File: src/rtl/sram_arbiter.sv
// sram_arbiter: two-port round-robin arbiter for the async SRAM controller
// command interface (addr / write / ena / busy / rd_data).
//
// Ports
//   clk, rst_n                    clock, async active-low reset
//   pN_req/write/addr/wdata       request from port N (held until pN_ack)
//   pN_ack                        1-cycle pulse, request accepted
//   pN_done                       1-cycle pulse, operation complete
//   pN_rdata                      last read result for port N
//   pN_err                        1-cycle pulse with pN_done on timeout abort
//   mem_addr/write/wdata/ena      command to controller (held grant..IDLE)
//   mem_busy, mem_rdata           controller status / read data
//
// Build option: define SRAM_ARB_TIMEOUT_EN to bound each ISSUE/WAIT phase
// to TIMEOUT cycles. Without it the err outputs are constant 0.
module sram_arbiter #(
  parameter int AW      = 8,
  parameter int DW      = 8,
  parameter int TIMEOUT = 255
) (
  input  logic          clk,
  input  logic          rst_n,
  input  logic          p0_req,
  input  logic          p0_write,
  input  logic [AW-1:0] p0_addr,
  input  logic [DW-1:0] p0_wdata,
  output logic          p0_ack,
  output logic          p0_done,
  output logic [DW-1:0] p0_rdata,
  output logic          p0_err,
  input  logic          p1_req,
  input  logic          p1_write,
  input  logic [AW-1:0] p1_addr,
  input  logic [DW-1:0] p1_wdata,
  output logic          p1_ack,
  output logic          p1_done,
  output logic [DW-1:0] p1_rdata,
  output logic          p1_err,
  output logic [AW-1:0] mem_addr,
  output logic          mem_write,
  output logic          mem_ena,
  output logic [DW-1:0] mem_wdata,
  input  logic          mem_busy,
  input  logic [DW-1:0] mem_rdata
);

  typedef enum logic [1:0] {IDLE, ISSUE, WAIT, DONE} state_t;

  state_t               state, state_nxt;
  logic                 owner, last_grant;
  logic                 grant_vld, grant_port, abort, tmo;
  logic [1:0]           req;
  logic [1:0]           ack_q, done_q;
  logic [1:0][DW-1:0]   rdata_q;

  assign req = {p1_req, p0_req};

  always_comb begin
    state_nxt  = state;
    grant_vld  = 1'b0;
    grant_port = 1'b0;
    abort      = 1'b0;
    case (state)
      IDLE: if (|req) begin
        grant_vld  = 1'b1;
        // on contention the port that did not win last time gets it
        grant_port = (req == 2'b11) ? ~last_grant : req[1];
        state_nxt  = ISSUE;
      end
      ISSUE: begin
        if (mem_busy) state_nxt = WAIT;
        else if (tmo) begin
          abort     = 1'b1;
          state_nxt = IDLE;
        end
      end
      WAIT: begin
        if (!mem_busy) state_nxt = DONE;
        else if (tmo) begin
          abort     = 1'b1;
          state_nxt = IDLE;
        end
      end
      DONE:    state_nxt = IDLE;
      default: state_nxt = IDLE;
    endcase
  end

  always_ff @(posedge clk or negedge rst_n) begin
    if (!rst_n) begin
      state      <= IDLE;
      owner      <= 1'b0;
      last_grant <= 1'b1;
      ack_q      <= '0;
      done_q     <= '0;
      rdata_q    <= '0;
      mem_ena    <= 1'b0;
      mem_write  <= 1'b0;
      mem_addr   <= '0;
      mem_wdata  <= '0;
    end else begin
      state  <= state_nxt;
      ack_q  <= '0;
      done_q <= '0;
      if (grant_vld) begin
        owner             <= grant_port;
        last_grant        <= grant_port;
        ack_q[grant_port] <= 1'b1;
        mem_ena           <= 1'b1;
        mem_write         <= grant_port ? p1_write : p0_write;
        mem_addr          <= grant_port ? p1_addr  : p0_addr;
        mem_wdata         <= grant_port ? p1_wdata : p0_wdata;
      end
      // controller has taken the command; release ena
      if (state == ISSUE && mem_busy) mem_ena <= 1'b0;
      if (abort) begin
        mem_ena       <= 1'b0;
        done_q[owner] <= 1'b1;
      end
      if (state == DONE) begin
        done_q[owner] <= 1'b1;
        if (!mem_write) rdata_q[owner] <= mem_rdata;
      end
    end
  end

`ifdef SRAM_ARB_TIMEOUT_EN
  localparam int CW = $clog2(TIMEOUT + 1);
  logic [CW-1:0] cnt;
  logic [1:0]    err_q;

  // phase counter restarts on entry to ISSUE (grant) and to WAIT
  always_ff @(posedge clk or negedge rst_n) begin
    if (!rst_n) begin
      cnt   <= '0;
      err_q <= '0;
    end else begin
      err_q <= '0;
      if (abort) err_q[owner] <= 1'b1;
      if (grant_vld || (state == ISSUE && mem_busy)) cnt <= '0;
      else if (state == ISSUE || state == WAIT)      cnt <= cnt + 1'b1;
    end
  end

  // true in the TIMEOUT-th cycle of a phase
  assign tmo    = (state == ISSUE || state == WAIT) && (cnt == CW'(TIMEOUT - 1));
  assign p0_err = err_q[0];
  assign p1_err = err_q[1];
`else
  logic unused_timeout;
  assign unused_timeout = (TIMEOUT != 0);
  assign tmo    = 1'b0;
  assign p0_err = 1'b0;
  assign p1_err = 1'b0;
`endif

  assign p0_ack   = ack_q[0];
  assign p1_ack   = ack_q[1];
  assign p0_done  = done_q[0];
  assign p1_done  = done_q[1];
  assign p0_rdata = rdata_q[0];
  assign p1_rdata = rdata_q[1];

endmodule

File: config.mk
export PLATFORM = sky130hd
export DESIGN_NAME = sram_arbiter
export DESIGN_NICKNAME = d
export VERILOG_FILES = /design/src/rtl/sram_arbiter.sv
export SDC_FILE = /design/constraint.sdc
export NUM_CORES = 1
export LEC_CHECK = 0
export BUFFER_PORTS_ARGS = -buffer_cell sky130_fd_sc_hd__buf_2
export CAP_MARGIN = 15
export CELL_PAD_IN_SITES_DETAIL_PLACEMENT = 1
export CELL_PAD_IN_SITES_GLOBAL_PLACEMENT = 2
export CORE_ASPECT_RATIO = 0.5
export CORE_MARGIN = 2
export CORE_UTILIZATION = 31
export CTS_BUF_LIST = sky130_fd_sc_hd__clkbuf_2 sky130_fd_sc_hd__clkbuf_4 sky130_fd_sc_hd__clkbuf_8
export CTS_CLUSTER_SIZE = 28
export DETAILED_ROUTE_END_ITERATION = 16
export PLACE_DENSITY_LB_ADDON = 0.05
export SLEW_MARGIN = 20
export SYNTH_ARGS = -nofsm -noshare
export SYNTH_HDL_FRONTEND = slang
export SYNTH_SLANG_ARGS = --single-unit
export TNS_END_PERCENT = 20
File: constraint.sdc
create_clock -name clk -period 2.9 [get_ports clk]
set_clock_uncertainty 0.1 [all_clocks]
set_input_delay 0.29 -clock clk [delete_from_list [all_inputs] [get_ports clk]]
set_output_delay 0.29 -clock clk [all_outputs]
set_load 0.01 [all_outputs]
==> metrics.md <==
| Metric | Value |
|---|---|
| Post-synth top area share | a little over half |
| CTS Buf Count | 5 |
| Synth warn | 0 |
| RSZ-0062 raised after global routing | no |
| H-tree Lvls | 2 |
| Final std cells w/o fill | 338 |
| Fin worst setup slack | 710 ps |
| Post-Syn Area | 1930 sq um |
| Mapped Cells | 169 |
| Period utilisation layout | 75.5% |
| Finished Core Util | about two fifths |
| Time the worst path needs with I/O delays and setup | 2190 ps |
| Register bit total from synthesis | 42 |
| Metal3 WL | 531 um |
| GP Congestion | 0.709 |
| Row count | 20 |
| Met2 routed WL | 2.23 mm |
| Leak Pwr | 1.13 nW |
| Global route overflow | 0 |
| Via count | 1635 |
| Global-route wire length before repair | 8.25 mm |
| CTS tree | yes |
| DRT Pass-1 Iters | 4 |
| DP Area | 2400 sq um |
| Final Hold Fails | 0 |
| Sequential share of the synthesized area | 54.5% |
| Status | finished clean |
| Vias per cell | 4.84 |
| Critical Path Sink Type | register |
| CTS Buffer Depth | 2 |
| CTS Root Buffer Type | clkbuf_8 |
| Arr. time, crit path | between 2000 and 2500 ps |
| # fillers | a little under 700 |
| CTS sink cnt | 42 |
| Critical path launch point type | register |
| Crit Path Max Fanout | 19 |
| Most frequent cell after synthesis | dfrtp_1 |
| Setup CP Type | register to register |
| Routed len/inst | 15.5 um |
| Max-capacitance violation count | 0 |
| Layout Nets | between 200 and 300 |
| # port buffers | 84 |
| M1 WL | 2.43 mm |
| Initial antenna violation count | 0 |
| Worst r2r path cells | 5 |
| DRC viols | 0 |
| Min-delay worst type | input pin to asynchronous set/reset pin |
| Power per standard cell area | between 1000 and 1500 nW/um^2 |
| Peak supply drop | roughly 0.28 mV |
| P&R area growth vs syn | 29.0% |
| All-Layer GR Usage | 15.9% |
| Setup Fix Bufs, Post-CTS | 0 |
| Placed Cells incl. Taps | 329 |
| Max Used Layer | met4 |
| Post-synthesis cell type count | 27 |
| Post-synth EDFFs | 0 |
| Clock Latency Late Sink | ~300 ps |
| Post-synth top area cell | dfrtp_1 |
| R2r startpoint | state[0] |
| DIE WIDTH | 116 um |
| Cts repair resizes | 0 |
| Post-DP HPWL | 3.68 mm |
| Total wire length | 5.23 mm |
| Starting Density | 32.0% |
| Max-slew headroom | 37.4% |
| Post-route cell area | 2490 sq um |
| Vias in the first global route | 1645 |
| Commonest cells post-synth | 41 x dfrtp_1, 21 x nor2_1 |
| Ys async rst share | 100% |
| Pre-CTS setup slack | 716 ps |
| Pin count of the biggest net entering global routing | 43 |
| Post-route ant nets | 0 |
| Fraction of layout cells with a size suffix above 1 | between 40 and 50% |
| FMAX | 0.457 GHz |
| R2R setup slack | slightly above 700 ps |
| Clk slew on worst S/H paths | 90 ps |
| Drt first-iter violations | 65 |
| Worst Path Required | 2970 ps |
| R2r endpoint | mem_wdata[4] |
| Main synth FF type | dfrtp_1 |
| Synth area leaders | dfrtp_1 53%, mux2_2 9.9%, o2111ai_1 7.7%, a31oi_1 5.5%, o21ai_0 4.4% |
| Die area | ~6900 sq um |
| Setup Viol. Count Final | 0 |
| # IOs | 87 |
| Final Max Slew Viols | 0 |
| Syn Area/Cell | between 10 and 15 sq um |
| Core area | 6030 sq um |
| Setup tns final | 0 ps |
| Hold_buf cts | 0 |
| Worst-margin pin slew | between 900 and 1000 ps |
| Die Height | 59.8 um |
==> cell families after synthesis <==
logic type / share of synthesized area, %
DFF: 54.5
AOI/OAI and AO/OA: 20.6
muxes: 9.92
and+or+nand+nor: 7.13
other: 0.194
buffers and inverters: 5.06
adders and majority gates: 2.59
==> metal layers <==
layer,GRT usage [%],vias up
li1,-,789
met1,20.6,772
met2,25.6,69
met3,5.58,5
met4,4.13,0
met5,0,-
==> power breakdown <==
group / total (mW) / switching (mW) / internal (mW)
Combinational: 1.17 / 0.651 / 0.514
Clock: 0.383 / 0.214 / 0.169
Sequential: 1.04 / 0.159 / 0.880
==> how the worst max path moves through the flow <==
stage	startpoint	to	slack, ps
after floorplan	state[0]	mem_addr[0]	1380
after global placement	state[0]	mem_addr[0]	840
after detailed placement	state[0]	mem_wdata[4]	720
after CTS	state[0]	mem_wdata[4]	690
after global routing	state[1]	mem_wdata[4]	490
final	state[0]	mem_wdata[4]	710
==> layout by cell type, fill, tap and decap left out <==
master	Yosys	layout
buf_2	8	84
dfrtp_1	41	41
nor2_1	21	21
o21ai_0	17	17
o2111ai_1	17	17
a31oi_1	17	17
mux2_2	17	17
clkbuf_8	0	5
ha_1	4	4
inv_1	2	2
nor2b_1	2	2
and2_1	2	2
clkinv_1	2	2
conb_1	1	2
buf_4	4	2
diode_2	0	1
nand2_1	1	1
o21a_1	1	1
nand3b_2	1	1
o21ai_1	1	1
a21oi_1	1	1
a221oi_2	1	1
a21o_1	1	1
o22ai_1	1	1
nor3b_4	1	1
o32a_1	1	1
clkinvlp_4	0	1
clkinv_4	0	1
clkinv_2	0	1
dfstp_2	1	1
==> critical path, cell delays in order (launching register included) <==
cell	delay [ps]
dfrtp_1	420
inv_1	110
ha_1	450
nand2_1	540
o21ai_0	330
a31oi_1	110
==> cell type report <==
cell class | instances | area (sq um) | share of cell area [%]
Tap cell | 88 | 110 | 4.42
Antenna cell | 1 | 2.50 | 0.101
Sequential cell | 42 | 1050 | 42.3
Multi-Input combinational cell | 109 | 783 | 31.5
Inverter | 4 | 15.0 | 0.603
Clock inverter | 3 | 21.3 | 0.855
Timing Repair Buffer | 86 | 435 | 17.5
Clock buffer | 5 | 68.8 | 2.77
==> flip-flops by register name (all words and copies together) (netlist names) <==
signal      count
owner           1
mem_ena         1
ack_q           2
p1_rdata        8
done_q          2
state           2
mem_addr        8
mem_wdata       8
p0_rdata        8
mem_write       1
last_grant      1
==> metrics by stage <==
stage	hold WS, ps	power (mW)
4_1_cts	71.1	2.63
3_5_place_dp	390	2.23
2_1_floorplan	-106	1.78
3_3_place_gp	382	2.19
6_report	35.3	2.59
5_1_grt	92.7	2.82
No activity file was read; power rests on OpenSTA's default activity.
